--- src/rtl/div_round_pack.sv ---
// div_round_pack: rounding, exponent adjust and packing stage of the FP divider.
// Two-stage valid/ready pipeline: stage 1 decides the rounding increment and the
// adjusted exponent, stage 2 applies the increment, range-checks and packs.
module div_round_pack #(
   parameter int sig_width = 23,
   parameter int exp_width = 8
) (
   input  logic                             clk,
   input  logic                             resetn,
   input  logic                             in_valid,
   output logic                             in_ready,
   input  logic                             sign,
   input  logic [exp_width+1:0]             exp_pre,
   input  logic [sig_width:0]               quotient,
   input  logic                             guard_bit,
   input  logic                             round_bit,
   input  logic                             sticky_bit,
   input  logic                             count,
   input  logic                             spec_nan,
   input  logic                             spec_inf,
   input  logic                             spec_zero,
   input  logic [2:0]                       rnd_mode,
   output logic                             out_valid,
   input  logic                             out_ready,
   output logic [exp_width+sig_width:0]     result,
   output logic [3:0]                       flags
);

   localparam int EW2 = exp_width + 2;
   localparam int RW  = 1 + exp_width + sig_width;

   localparam logic [2:0] RNE = 3'd0;
   localparam logic [2:0] RTZ = 3'd1;
   localparam logic [2:0] RDN = 3'd2;
   localparam logic [2:0] RUP = 3'd3;
   localparam logic [2:0] RMM = 3'd4;

   localparam logic signed [EW2-1:0] EMAX = EW2'((1 << exp_width) - 1);

   // stage 1 state
   logic                   v1_q;
   logic                   s1_sign_q;
   logic signed [EW2-1:0]  s1_e_q;
   logic [sig_width:0]     s1_quo_q;
   logic                   s1_inc_q;
   logic                   s1_inx_q;
   logic                   s1_nan_q;
   logic                   s1_inf_q;
   logic                   s1_zero_q;
   logic [2:0]             s1_mode_q;

   // stage 2 state
   logic                   v2_q;
   logic [RW-1:0]          result_q;
   logic [3:0]             flags_q;

   logic                   s2_adv;
   logic                   s1_adv;

   assign s2_adv    = !v2_q || out_ready;
   assign s1_adv    = !v1_q || s2_adv;
   assign in_ready  = s1_adv;
   assign out_valid = v2_q;
   assign result    = result_q;
   assign flags     = flags_q;

   // stage 1 combinational: mode normalisation, increment decision, exponent adjust
   logic [2:0]             mode_d;
   logic                   inc_d;
   logic                   inx_d;
   logic signed [EW2-1:0]  e1_d;

   always_comb begin
      mode_d = (rnd_mode > RMM) ? RNE : rnd_mode;
      inx_d  = guard_bit | round_bit | sticky_bit;
      e1_d   = $signed(exp_pre) - $signed({{(EW2-1){1'b0}}, count});
      case (mode_d)
         RTZ:     inc_d = 1'b0;
         RDN:     inc_d = sign & inx_d;
         RUP:     inc_d = !sign & inx_d;
         RMM:     inc_d = guard_bit;
         default: inc_d = guard_bit & (round_bit | sticky_bit | quotient[0]);
      endcase
   end

   // stage 1 register: loads on an input transfer
   always_ff @(posedge clk or negedge resetn) begin
      if (!resetn) begin
         v1_q      <= 1'b0;
         s1_sign_q <= 1'b0;
         s1_e_q    <= '0;
         s1_quo_q  <= '0;
         s1_inc_q  <= 1'b0;
         s1_inx_q  <= 1'b0;
         s1_nan_q  <= 1'b0;
         s1_inf_q  <= 1'b0;
         s1_zero_q <= 1'b0;
         s1_mode_q <= '0;
      end else if (s1_adv) begin
         v1_q <= in_valid;
         if (in_valid) begin
            s1_sign_q <= sign;
            s1_e_q    <= e1_d;
            s1_quo_q  <= quotient;
            s1_inc_q  <= inc_d;
            s1_inx_q  <= inx_d;
            s1_nan_q  <= spec_nan;
            s1_inf_q  <= spec_inf;
            s1_zero_q <= spec_zero;
            s1_mode_q <= mode_d;
         end
      end
   end

   // stage 2 combinational: apply increment, range check, select packed result
   logic                   carry;
   logic [sig_width-1:0]   frac;
   logic signed [EW2-1:0]  e2;
   logic                   ovf;
   logic                   unf;
   logic                   ovf_inf;
   logic [RW-1:0]          inf_word;
   logic [RW-1:0]          max_word;
   logic [RW-1:0]          zero_word;
   logic [RW-1:0]          nan_word;
   logic [RW-1:0]          result_d;
   logic [3:0]             flags_d;

   always_comb begin
      // Carry out of quotient+inc only happens for an all-ones quotient; the
      // fraction then wraps to zero on its own.
      carry     = (&s1_quo_q) & s1_inc_q;
      frac      = s1_quo_q[sig_width-1:0] + {{(sig_width-1){1'b0}}, s1_inc_q};
      e2        = s1_e_q + $signed({{(EW2-1){1'b0}}, carry});
      ovf       = (e2 >= EMAX);
      unf       = e2[EW2-1] || (e2 == '0);
      ovf_inf   = (s1_mode_q == RNE) || (s1_mode_q == RMM) ||
                  ((s1_mode_q == RUP) && !s1_sign_q) ||
                  ((s1_mode_q == RDN) && s1_sign_q);
      inf_word  = {s1_sign_q, {exp_width{1'b1}}, {sig_width{1'b0}}};
      max_word  = {s1_sign_q, {(exp_width-1){1'b1}}, 1'b0, {sig_width{1'b1}}};
      zero_word = {s1_sign_q, {(exp_width+sig_width){1'b0}}};
      nan_word  = {1'b0, {exp_width{1'b1}}, 1'b1, {(sig_width-1){1'b0}}};
      result_d  = {s1_sign_q, e2[exp_width-1:0], frac};
      flags_d   = {3'b000, s1_inx_q};
      if (s1_nan_q) begin
         result_d = nan_word;
         flags_d  = 4'b1000;
      end else if (s1_inf_q) begin
         result_d = inf_word;
         flags_d  = 4'b0000;
      end else if (s1_zero_q) begin
         result_d = zero_word;
         flags_d  = 4'b0000;
      end else if (ovf) begin
         result_d = ovf_inf ? inf_word : max_word;
         flags_d  = 4'b0101;
      end else if (unf) begin
         result_d = zero_word;
         flags_d  = 4'b0011;
      end
   end

   // stage 2 register: loads on a stage 1 -> stage 2 transfer, holds while stalled
   always_ff @(posedge clk or negedge resetn) begin
      if (!resetn) begin
         v2_q     <= 1'b0;
         result_q <= '0;
         flags_q  <= '0;
      end else if (s2_adv) begin
         v2_q <= v1_q;
         if (v1_q) begin
            result_q <= result_d;
            flags_q  <= flags_d;
         end
      end
   end

endmodule

--- config.mk ---
export PLATFORM = sky130hd
export DESIGN_NAME = div_round_pack
export DESIGN_NICKNAME = d
export VERILOG_FILES = /design/src/rtl/div_round_pack.sv
export SDC_FILE = /design/constraint.sdc
export NUM_CORES = 1
export LEC_CHECK = 0
export ABC_AREA = 1
export BUFFER_PORTS_ARGS = -buffer_cell sky130_fd_sc_hd__buf_2
export CAP_MARGIN = 20
export CORE_MARGIN = 4
export CORE_UTILIZATION = 50
export CTS_CLUSTER_DIAMETER = 150
export DETAILED_ROUTE_END_ITERATION = 12
export GPL_TIMING_DRIVEN = 0
export PLACE_DENSITY = 0.85
export SETUP_SLACK_MARGIN = 0.3
export SLEW_MARGIN = 0
export SYNTH_ARGS = -nofsm -noshare
export SYNTH_HDL_FRONTEND = slang
export SYNTH_SLANG_ARGS = --single-unit
--- constraint.sdc ---
create_clock -name clk -period 3.3 [get_ports clk]
set_input_delay 0.165 -clock clk [delete_from_list [all_inputs] [get_ports clk]]
set_output_delay 0.165 -clock clk [all_outputs]
set_load 0.005 [all_outputs]
==> results of run 1 <==
per-stage QoR:
step / util / area, um^2 / setup WS [ns]
finish: 0.6538 / 5480 / 0.4850
global route: 0.6538 / 5480 / 0.2794
CTS: 0.6349 / 5321 / 0.3693
detailed placement: 0.5937 / 4976 / 0.1938
global placement: 0.5901 / 4946 / 0.2730
floorplan: - / 4384 / 0.7234
repair_timing:
| action | in CTS | in global routing |
|---|---|---|
| endpoints found under the setup margin | 31 | 32 |
| cloned | 0 | 0 |
| resized for setup | 3 | 25 |
| pin swaps | 0 | 6 |
| endpoints found under the hold margin | 37 | 0 |
| hold buffers | 7 | 0 |
| buffers inserted | 0 | 13 |
cell usage after synthesis (4+ instances only):
cell type    n  share of area
nand3_1     16          0.018
xor2_1      14          0.028
xnor2_1      8          0.016
a21oi_1      9          0.010
o21ai_1     14          0.016
inv_1       45          0.039
nor3_1      11          0.013
ha_1         6          0.017
nor2_1      48          0.041
nand4_1      8          0.011
o21ai_0     36          0.041
clkbuf_1    13          0.011
nand2_1    234           0.20
dfrtp_1     81           0.46
o21ai_2      6          0.012
buf_6        5          0.013
nand2_2      4         0.0057
power groups by stage:
stage               registers, uW  logic [uW]  clock network [uW]
floorplan                    1300         437                   0
global placement             1320         692                   0
detailed placement           1330         721                   0
CTS                          1310         736                 957
global route                 1330         886                1000
finish                       1310         781                 947
cells by family (layout without fill, tap and decap cells):
family | Yosys count | in the layout
buffers and inverters | 68 | 190
xor gates and xnor gates | 22 | 22
DFF | 81 | 81
and+or+nand+nor | 333 | 333
adders and majority gates | 6 | 6
AOI/OAI and AO/OA | 76 | 76
worst min path at each step:
stage	slack [ns]	startpoint	end	cells past startpoint
2_1_floorplan	-0.13	resetn	flags[0]	0
3_3_place_gp	0.36	quotient[9]	s1_quo_q[9]	3
3_5_place_dp	0.14	resetn	s1_e_q[1]	1
4_1_cts	0.001	quotient[13]	s1_quo_q[13]	3
5_1_grt	0.02	quotient[2]	s1_quo_q[2]	3
6_report	0.008	quotient[13]	s1_quo_q[13]	3
final cells by class:
type	count	area [um^2]
Inverter	49	183.9
Fill cell	752	2902
Sequential cell	81	2038
Clock buffer	10	137.6
Buffer	19	118.9
Multi-Input combinational cell	437	2115
Clock inverter	5	127.6
Timing Repair Buffer	107	628.1
Tap cell	105	131.4
worst min-delay path, stage by stage:
cell,delay [ns]
buf_2,0.08
nand2_1,0.04
nand2_1,0.05
registers in the layout, summed over array words and instances, names as in the netlist:
signal,flops
s1_zero_q,1
s1_inf_q,1
result,32
s1_inc_q,1
s1_e_q,10
s1_mode_q,3
s1_sign_q,1
s1_quo_q,24
s1_inx_q,1
s1_nan_q,1
flags,4
out_valid,1
v1_q,1
routing by layer:
metal	global-route usage	vias to the layer above	wire length [um]
met5	0	-	0
met4	0.06544	0	148
met3	0.02755	14	642
met2	0.3531	127	5175
met1	0.3347	1907	5262
li1	-	2085	-
==> results.rst, run 1 <==
.. list-table::
   :header-rows: 1

   * - Metric
     - Value
   * - Worst IR drop on VDD
     - 245.1 uV
   * - Wire per inst
     - 13.81 um
   * - Residual DRC
     - 0
   * - Main flop type after synthesis
     - dfrtp_1
   * - # rows
     - 33
   * - Number of nets in the layout
     - 759
   * - Data arrival at the endpoint of the critical path
     - 3.05 ns
   * - Slowest library cell on the worst path
     - dfrtp_2
   * - Most common cell after layout, fill and taps aside
     - nand2_1
   * - Detailed Place HPWL
     - 8.667 mm
   * - Grt total ovfl
     - 0
   * - Cell mode on critical path
     - nand2_1
   * - Final hold slack
     - 0.008171 ns
   * - Port buffer count
     - 86
   * - Transition time of the tightest slew-check pin
     - 0.5316 ns
   * - Via/cell ratio
     - 5.084
   * - Layout Skew
     - 0.009783 ns
   * - Synthesis-stage register bit count
     - 81
   * - Number of warnings printed during yosys synthesis
     - 0
   * - Max-slew violations
     - 0
   * - Number of cells on the worst reg-to-reg path
     - 18
   * - Sequence of cells on the critical path
     - nand2_2 > nor2_4 > nand3_1 > nor4_2 > ha_2 > buf_4 > nand3_2 > o21bai_1 > nand2_1 > nor2_1 > nand3_2 > nand2_4 > nand3_4 > nand2_2 > inv_2 > buf_6 > nand2_1 > nand2_1
   * - Largest family of logic cells by synthesized area
     - simple AND/OR/NAND/NOR gates
   * - Setup repair after global routing missed its margin
     - no
   * - Achievable frequency
     - 0.3552 GHz
   * - Rel. slew slack
     - 0.6434
   * - Clock latency reported for the late side of the worst-skew pair
     - 0.35 ns
   * - R2r startpoint
     - s1_quo_q[17]
   * - Initial antenna violation count
     - 0
   * - Peak per-stage delay on the critical path
     - 0.44 ns
   * - Number of clock sinks
     - 81
   * - Buffer cell driving the clock tree root
     - clkbuf_8
   * - Simple logic cell fraction of the synthesized area
     - 0.3116
   * - Count of mapped cells out of synthesis
     - 586
   * - TritonCTS clock tree
     - built
   * - Fraction of registers with async set or reset after synthesis
     - 1.000
   * - Startpoint type of the worst setup path
     - flop
   * - Via count of the first global-routing pass
     - 3,943
   * - Vias
     - 4,133
   * - Post-layout min period
     - 2.815 ns
   * - Number of enable-type register cells in the synthesized netlist
     - 0
   * - Layout cell share with drive strength beyond 1
     - 0.2288
   * - Die outline area
     - 10,330 um^2
   * - Gpl congestion
     - 0.8886
   * - Multiplexer area fraction after synthesis
     - 0
   * - Number of search-and-repair iterations in the first detailed-routing pass
     - 5
   * - Flop pwr share
     - 0.432
   * - Crit Reg-Reg Endpoint
     - result[20]
   * - Timing endpoint of the critical path
     - result[20]
   * - Ant. Diodes
     - 0
   * - Family with the most delay on the worst path
     - simple AND/OR/NAND/NOR gates
   * - Maximum fanout count along the critical path
     - 10
   * - Combinational fraction of design power
     - 0.257
   * - Arithmetic-cell share of the synthesized area counting full adders, half adders and majority gates
     - 0.01712
   * - Remaining antenna violation count after routing
     - 0
   * - Design Power
     - 3042 uW
   * - Post-synthesis cell type count
     - 36
   * - Sequential share of the synthesized area
     - 0.4623
   * - Critical Path Source
     - s1_quo_q[17]
   * - Class of the tightest hold or removal check
     - in2reg
   * - Clock transition at the registers of the reported paths
     - 0.08 ns
   * - Number of CTS-inserted buffers
     - 9
   * - Number of DRC markers in iteration 0
     - 245
   * - DRT Wirelength
     - 11.23 mm
   * - Io pins
     - 87
   * - Net count of the mapped netlist
     - 641
   * - Path length in cells of the critical path
     - 18
   * - Number of setup violations in the final report
     - 0
   * - Number of hold violations in the final report
     - 0
   * - Die height
     - 101.6 um
   * - Maximum number of pins on one net before global-route repair
     - 51
   * - CP Class
     - reg2reg
   * - Final Non-Filler Cells
     - 813
   * - Switching power share of the total
     - 0.3122
   * - First-pass GRT wire length
     - 18.63 mm
   * - Post-Synthesis Cell Area
     - 4384 um^2
   * - Type of destination of the critical path
     - flop
   * - Starting Density
     - 0.5231
   * - Cell count after placement
     - 778
   * - Leading cell types in the layout, fill and taps excluded
     - 231 x nand2_1, 86 x buf_2, 72 x dfrtp_1
   * - Clock share of power
     - 0.311
   * - Post-Synthesis Mean Instance Area
     - 7.482 um^2
   * - Share of the cycle needed by the critical path after routing
     - 0.8530
   * - Required time of the critical path
     - 3.54 ns
   * - Power dissipated by switching net loads
     - 949.8 uW
   * - Width of the chip
     - 101.6 um
   * - Register-to-Register Setup Slack
     - 0.48 ns
   * - Deepest clock path buffer count
     - 2
   * - Result of the run
     - completed
   * - Total core area
     - 8382 um^2
   * - Number of violations of the max-capacitance limit
     - 0
   * - Compound-Gate Fraction of Synth Area
     - 0.09789
   * - Relative area change from synthesis to final layout
     - 25.00%
   * - Setup tns final
     - 0 ns
   * - Static power due to leakage
     - 0.002812 uW
   * - Worst Path Buf+Inv
     - 3
   * - Cell internal pwr
     - 2092 uW
   * - Aggregate global-route resource usage
     - 0.2270
   * - XOR/XNOR Fraction of Synth Area
     - 0.04395
   * - Number of levels the H-tree was split into
     - 3
   * - Pwr dens
     - 555.1 nW/um^2
Note: power is estimated with default switching activity, not from simulation.
==> run 2, diff against run 1 <==
CELL_PAD_IN_SITES_DETAIL_PLACEMENT = 0   (was default)
CELL_PAD_IN_SITES_GLOBAL_PLACEMENT = 2   (was default)
CORE_UTILIZATION = 31   (was 50)
PLACE_DENSITY = 0.91   (was 0.85)
==> run 2 against run 1 <==
Compared with the run above: clock-buffer cell count increased by 2; worst setup slack got worse by 0.0079 ns; largest cell class unchanged; maximum frequency decreased by 0.28%; clock power increased by 25%; worst hold slack improved by 0.015 ns; routed wire length increased by 5.0%; critical path depth increased by 2; sequential share of layout area decreased by 0.71 points; core utilization decreased by 25 points; die area increased by 56%.
==> results.rst, run 2 (synthesis gave the netlist of run 1 again) <==
.. list-table::
   :header-rows: 1

   * - Metric
     - Value
   * - Number of DRC markers in iteration 0
     - 223
   * - Layout cell share with drive strength beyond 1
     - 0.2319
   * - Relative area change from synthesis to final layout
     - 27.43%
   * - Vias
     - 3,967
   * - TritonCTS clock tree
     - built
   * - Max reg flops
     - 32
   * - Slowest library cell on the worst path
     - dfrtp_1
   * - Required time of the critical path
     - 3.52 ns
   * - Setup tns final
     - 0 ns
   * - Startpoint type of the worst setup path
     - flop
   * - Buffer cell driving the clock tree root
     - clkbuf_16
   * - HP Start
     - quotient[7]
   * - Total core area
     - 13,880 um^2
   * - Final setup margin
     - 0.4771 ns
   * - Routed met2 length
     - 4.973 mm
   * - Post-layout min period
     - 2.823 ns
   * - Residual DRC
     - 0
   * - Number of nets in the layout
     - 753
   * - Die outline area
     - 16,110 um^2
   * - Layout Skew
     - 0.004359 ns
   * - Maximum fanout count along the critical path
     - 10
   * - Aggregate global-route resource usage
     - 0.1499
   * - Max-slew violations
     - 0
   * - Result of the run
     - completed
   * - First-pass GRT wire length
     - 19.63 mm
   * - Design Power
     - 3259 uW
   * - Pre-CTS worst setup slack
     - 0.09995 ns
   * - Gpl congestion
     - 0.8133
   * - CP Class
     - reg2reg
   * - Worst IR drop on VDD
     - 246.7 uV
   * - Data arrival at the endpoint of the critical path
     - 3.05 ns
   * - R2r startpoint
     - s1_quo_q[18]
   * - Starting Density
     - 0.3158
   * - Wire per inst
     - 13.35 um
   * - Ant. Diodes
     - 0
   * - Detailed-route wire length on metal 1
     - 6.151 mm
   * - Deepest clock path buffer count
     - 2
   * - Critical Path Source
     - s1_quo_q[18]
   * - Number of violations of the max-capacitance limit
     - 0
   * - Transition time of the tightest slew-check pin
     - 0.5917 ns
   * - Sequence of cells on the critical path
     - nand2_1 > nor2_2 > nand3_1 > nor4_2 > ha_2 > ha_4 > nand2_2 > nor2_4 > nand2_1 > nand2_1 > nand2_2 > nor2_2 > nand3_2 > nand2_2 > nand3_2 > nand2_2 > inv_2 > buf_6 > nand2_1 > nand2_1
   * - Remaining antenna violation count after routing
     - 0
   * - Via count of the first global-routing pass
     - 3,963
   * - Io pins
     - 87
   * - Number of levels the H-tree was split into
     - 3
   * - Rel. slew slack
     - 0.6056
   * - Class of the tightest hold or removal check
     - in2reg
   * - # rows
     - 43
   * - Clock latency reported for the late side of the worst-skew pair
     - 0.33 ns
   * - Detailed Place HPWL
     - 9.433 mm
   * - Width of the chip
     - 126.9 um
   * - Number of clock sinks
     - 81
   * - Pwr dens
     - 583.3 nW/um^2
   * - Via/cell ratio
     - 4.493
   * - Port buffer count
     - 86
   * - Number of CTS-inserted buffers
     - 9
   * - Peak per-stage delay on the critical path
     - 0.39 ns
   * - Cell mode on critical path
     - nand2_1
   * - Leading cell types in the layout, fill and taps excluded
     - 230 x nand2_1, 87 x buf_2, 72 x dfrtp_1
   * - Static power due to leakage
     - 0.002829 uW
   * - Setup repair after global routing missed its margin
     - yes
   * - Initial antenna violation count
     - 0
   * - Die height
     - 126.9 um
   * - Grt total ovfl
     - 0
   * - Share of the cycle needed by the critical path after routing
     - 0.8554
   * - Type of destination of the critical path
     - flop
   * - Routed wl met3
     - 522 um
   * - Number of search-and-repair iterations in the first detailed-routing pass
     - 9
   * - Family with the most delay on the worst path
     - simple AND/OR/NAND/NOR gates
   * - Number of setup violations in the final report
     - 0
   * - Highest metal layer with signal wires
     - met4
   * - DRT Wirelength
     - 11.79 mm
   * - Clock transition at the registers of the reported paths
     - 0.06 ns
   * - Number of hold violations in the final report
     - 0
   * - Maximum number of pins on one net before global-route repair
     - 56
   * - Most common cell after layout, fill and taps aside
     - nand2_1
   * - Achievable frequency
     - 0.3542 GHz
   * - Worst Path Buf+Inv
     - 2
==> run 2: cell count changes in the layout (fill, tap and decap cells not counted), moves of 2 or more <==
cell / change
clkbuf_16: +9
clkbuf_8: -8
dlygate4sd3_1: -6
nand2_2: +2
o21ai_0: -2
o21ai_1: +2
==> run 2: routing by layer <==
layer / global-route usage / up-vias
met1: 0.2276 / 1787
met3: 0.02316 / 12
li1: - / 2086
met4: 0.04732 / 0
met2: 0.2182 / 82
met5: 0 / -
==> run 2: repair_timing <==
action / 4_1_cts / 5_1_grt
buffers inserted: 0 / 13
pin swaps: 0 / 9
setup endpoints to repair: 31 / 33
hold buffers: 1 / 0
gates resized for setup: 3 / 25
hold endpoints to repair: 26 / 0
==> run 2: worst paths after layout <==
check                               end  slack, ns  depth (start not counted)
min in group asynchronous    result[10]       0.30                          2
max in group asynchronous  s1_quo_q[20]       2.40                          3
min                         s1_quo_q[7]       0.02                          3
min reg2reg                  result[20]       0.47                          2
max                          result[17]       0.48                         20
max reg2reg                  result[17]       0.48                         20
==> run 2: per-stage QoR <==
step | std cells | hold slack (ns) | util | cell area, um^2
after floorplan | 586 | -0.1306 | - | 4384
after global placement | 852 | 0.3623 | 0.3631 | 5040
after detailed placement | 853 | 0.1123 | 0.3652 | 5070
after CTS | 870 | 0.01453 | 0.3922 | 5444
after global routing | 883 | 0.02805 | 0.4025 | 5587
final | 883 | 0.02280 | 0.4025 | 5587
==> run 2: final cells by class <==
type	instances	area, um^2
Sequential cell	81	2038
Buffer	19	118.9
Clock inverter	4	98.84
Multi-Input combinational cell	437	2097
Tap cell	180	225.2
Inverter	49	183.9
Timing Repair Buffer	101	568.0
Fill cell	1516	8294
Clock buffer	12	256.5
==> run 2: where the power goes <==
part,switching (uW),internal [uW],total (uW),leakage [uW]
Clock,398,782,1180,0.000173
Combinational,447,319,766,0.00166
Sequential,139,1170,1310,0.000995
Total,984,2270,3260,0.00283
==> run 2: tightest hold or removal path, cell delays in order <==
cell,delay [ns]
buf_2,0.07
nand2_1,0.04
nand2_1,0.04
==> run 3, diff against run 2 <==
--- a/config.mk
+++ b/config.mk
@@ -12,3 +12,3 @@
 export CELL_PAD_IN_SITES_GLOBAL_PLACEMENT = 2
-export CORE_MARGIN = 4
+export CORE_MARGIN = 2
 export CORE_UTILIZATION = 31
==> constraint.sdc (replaced) <==
create_clock -name clk -period 3.3 [get_ports clk]
set_input_delay 0.33 -clock clk [delete_from_list [all_inputs] [get_ports clk]]
set_output_delay 0.33 -clock clk [all_outputs]
set_load 0.005 [all_outputs]
==> run 3 against run 2 <==
Compared with the run above: clock skew grew 0.0012 ns; critical path type unchanged; global-route usage is 1.4 points higher; non-clock buffer count increased by 9; critical path depth is 1 higher; worst hold slack gained 0.16 ns; via count up 1.0%; sequential share of layout area down 0.39 points; core utilization up 0.66 points; register-to-register slack about the same; clock-buffer cell count decreased by 1; first-iteration DRC count increased by 37%.
==> results.rst, run 3 (synthesis gave the netlist of run 1 again) <==
.. list-table::
   :header-rows: 1

   * - Metric
     - Value
   * - Result of the run
     - completed
   * - Design area
     - 5657 um^2
   * - Port buffer count
     - 86
   * - Via count of the first global-routing pass
     - 3,796
   * - Relative area change from synthesis to final layout
     - 29.02%
   * - Clock latency reported for the late side of the worst-skew pair
     - 0.34 ns
   * - Number of search-and-repair iterations in the first detailed-routing pass
     - 4
   * - Layout cell share with drive strength beyond 1
     - 0.2584
   * - Placed Instance Area
     - 5062 um^2
   * - Maximum number of pins on one net before global-route repair
     - 42
   * - Clock transition at the registers of the reported paths
     - 0.06 ns
   * - Multi-input logic area
     - 2156 um^2
   * - DRT Wirelength
     - 11.71 mm
   * - Type of destination of the critical path
     - flop
   * - First-pass GRT wire length
     - 19.20 mm
   * - Post-layout min period
     - 2.832 ns
   * - Die height
     - 122.9 um
   * - Number of levels the H-tree was split into
     - 3
   * - Number of setup violations in the final report
     - 0
   * - Via/cell ratio
     - 4.493
   * - Number of violations of the max-capacitance limit
     - 0
   * - Most common cell after layout, fill and taps aside
     - nand2_1
   * - Number of hold violations in the final report
     - 0
   * - Max-slew violations
     - 0
   * - Width of the chip
     - 122.9 um
   * - Class of the tightest hold or removal check
     - in2reg
   * - Number of nets in the layout
     - 762
   * - Layout Skew
     - 0.005583 ns
   * - Initial antenna violation count
     - 0
   * - TritonCTS clock tree
     - built
   * - Sequential cell area
     - 2042 um^2
   * - CP Class
     - reg2reg
   * - Max reg flops
     - 32
   * - Aggregate global-route resource usage
     - 0.1641
   * - Final core utilization
     - 0.4091
   * - Deepest clock path buffer count
     - 2
   * - Required time of the critical path
     - 3.53 ns
   * - Ant. Diodes
     - 0
   * - Maximum fanout count along the critical path
     - 10
   * - Number of clock sinks
     - 81
   * - Share of the cycle needed by the critical path after routing
     - 0.8581
   * - Remaining antenna violation count after routing
     - 0
   * - Detailed Place HPWL
     - 9.342 mm
   * - Fillcell total
     - 1,471
   * - Transition time of the tightest slew-check pin
     - 0.5673 ns
   * - Static power due to leakage
     - 0.002870 uW
   * - Final hold slack
     - 0.1827 ns
   * - Buffer cell driving the clock tree root
     - clkbuf_16
   * - Final setup margin
     - 0.4683 ns
   * - Setup tns final
     - 0 ns
   * - Starting Density
     - 0.3171
   * - Io pins
     - 87
   * - Residual DRC
     - 0
   * - Setup repair after global routing missed its margin
     - yes
   * - Number of CTS-inserted buffers
     - 9
   * - Leading cell types in the layout, fill and taps excluded
     - 225 x nand2_1, 85 x buf_2, 69 x dfrtp_1
   * - # rows
     - 43
   * - Gpl congestion
     - 0.8782
   * - Instance count along the most critical hold path
     - 3
   * - Grt total ovfl
     - 0
   * - Pre-CTS worst setup slack
     - 0.1256 ns
   * - Number of DRC markers in iteration 0
     - 306
   * - Number of cells on the worst reg-to-reg path
     - 21
   * - Worst IR drop on VDD
     - 241.2 uV
   * - Die outline area
     - 15,110 um^2
   * - Wire per inst
     - 13.13 um
   * - Achievable frequency
     - 0.3531 GHz
   * - Rel. slew slack
     - 0.6218
   * - Startpoint type of the worst setup path
     - flop
   * - Total core area
     - 13,830 um^2
   * - Pwr dens
     - 549.9 nW/um^2
   * - Data arrival at the endpoint of the critical path
     - 3.06 ns
   * - Vias
     - 4,008
[run 3: changes by cell type in the layout (fill, tap and decap cells not counted), sizes merged]
| cell | change |
|---|---|
| buf | +7 |
| bufinv | -2 |
| clkinvlp | +2 |
| clkinv | +1 |
| clkbuf | +1 |
[run 3: final timing paths]
path	from	slack [ns]	endpoint
min in group asynchronous	resetn	0.51	s1_e_q[6]
worst min register to register	result[9]	0.47	result[9]
worst min-delay path	quotient[10]	0.18	s1_quo_q[10]
worst max register to register	s1_quo_q[16]	0.47	result[20]
max in group asynchronous	resetn	2.18	result[13]
worst max-delay path	s1_quo_q[16]	0.47	result[20]
[run 3: final cells by class]
| class | instances | area share |
|---|---|---|
| multi-input combinational | 437 | 0.3811 |
| clock buffer | 11 | 0.04291 |
| inverter | 49 | 0.03251 |
| timing repair buffer | 110 | 0.1110 |
| sequential | 81 | 0.3610 |
| tap | 180 | 0.03981 |
| clock inverter | 5 | 0.009732 |
| buffer | 19 | 0.02190 |
[run 3: worst max-delay path: stages (launching register included)]
cell,delay (ns)
dfrtp_1,0.34
buf_6,0.11
nand2_2,0.07
nor2_4,0.12
nand3_2,0.09
nor4_4,0.31
ha_2,0.26
ha_4,0.15
nand2_4,0.07
nor2_4,0.16
nand2_1,0.06
nand2_1,0.08
nand2_2,0.08
nor2_2,0.12
nand3_2,0.10
nand2_4,0.11
nand3_4,0.07
nand2_2,0.09
inv_2,0.06
buf_6,0.13
nand2_1,0.08
nand2_1,0.05
[run 3: layer usage]
layer,wire length [um],vias up,part of all wire,global-route usage
li1,-,2105,-,-
met1,5990,1800,0.51,0.2486
met2,5022,89,0.43,0.2376
met3,499,14,0.043,0.01845
met4,198,0,0.017,0.06466
met5,0,-,0,0
[run 3: what timing repair did]
action	CTS	global route
gates resized for setup	3	42
hold buffers	1	0
setup endpoints to repair	32	33
buffers inserted	0	22
hold endpoints to repair	27	0
pin swaps	0	10
[run 3: per-stage QoR]
| stage | power [uW] | std cells |
|---|---|---|
| 2_1_floorplan | 1742 | 586 |
| 3_3_place_gp | 2041 | 852 |
| 3_5_place_dp | 2057 | 853 |
| 4_1_cts | 3071 | 870 |
| 5_1_grt | 3318 | 892 |
| 6_report | 3111 | 892 |
[run 3: power breakdown]
| group | switching [uW] | internal, uW | leakage [uW] |
|---|---|---|---|
| combinational | 461 | 339 | 0.00174 |
| sequential | 136 | 1170 | 0.000992 |
| clock | 398 | 604 | 0.000142 |
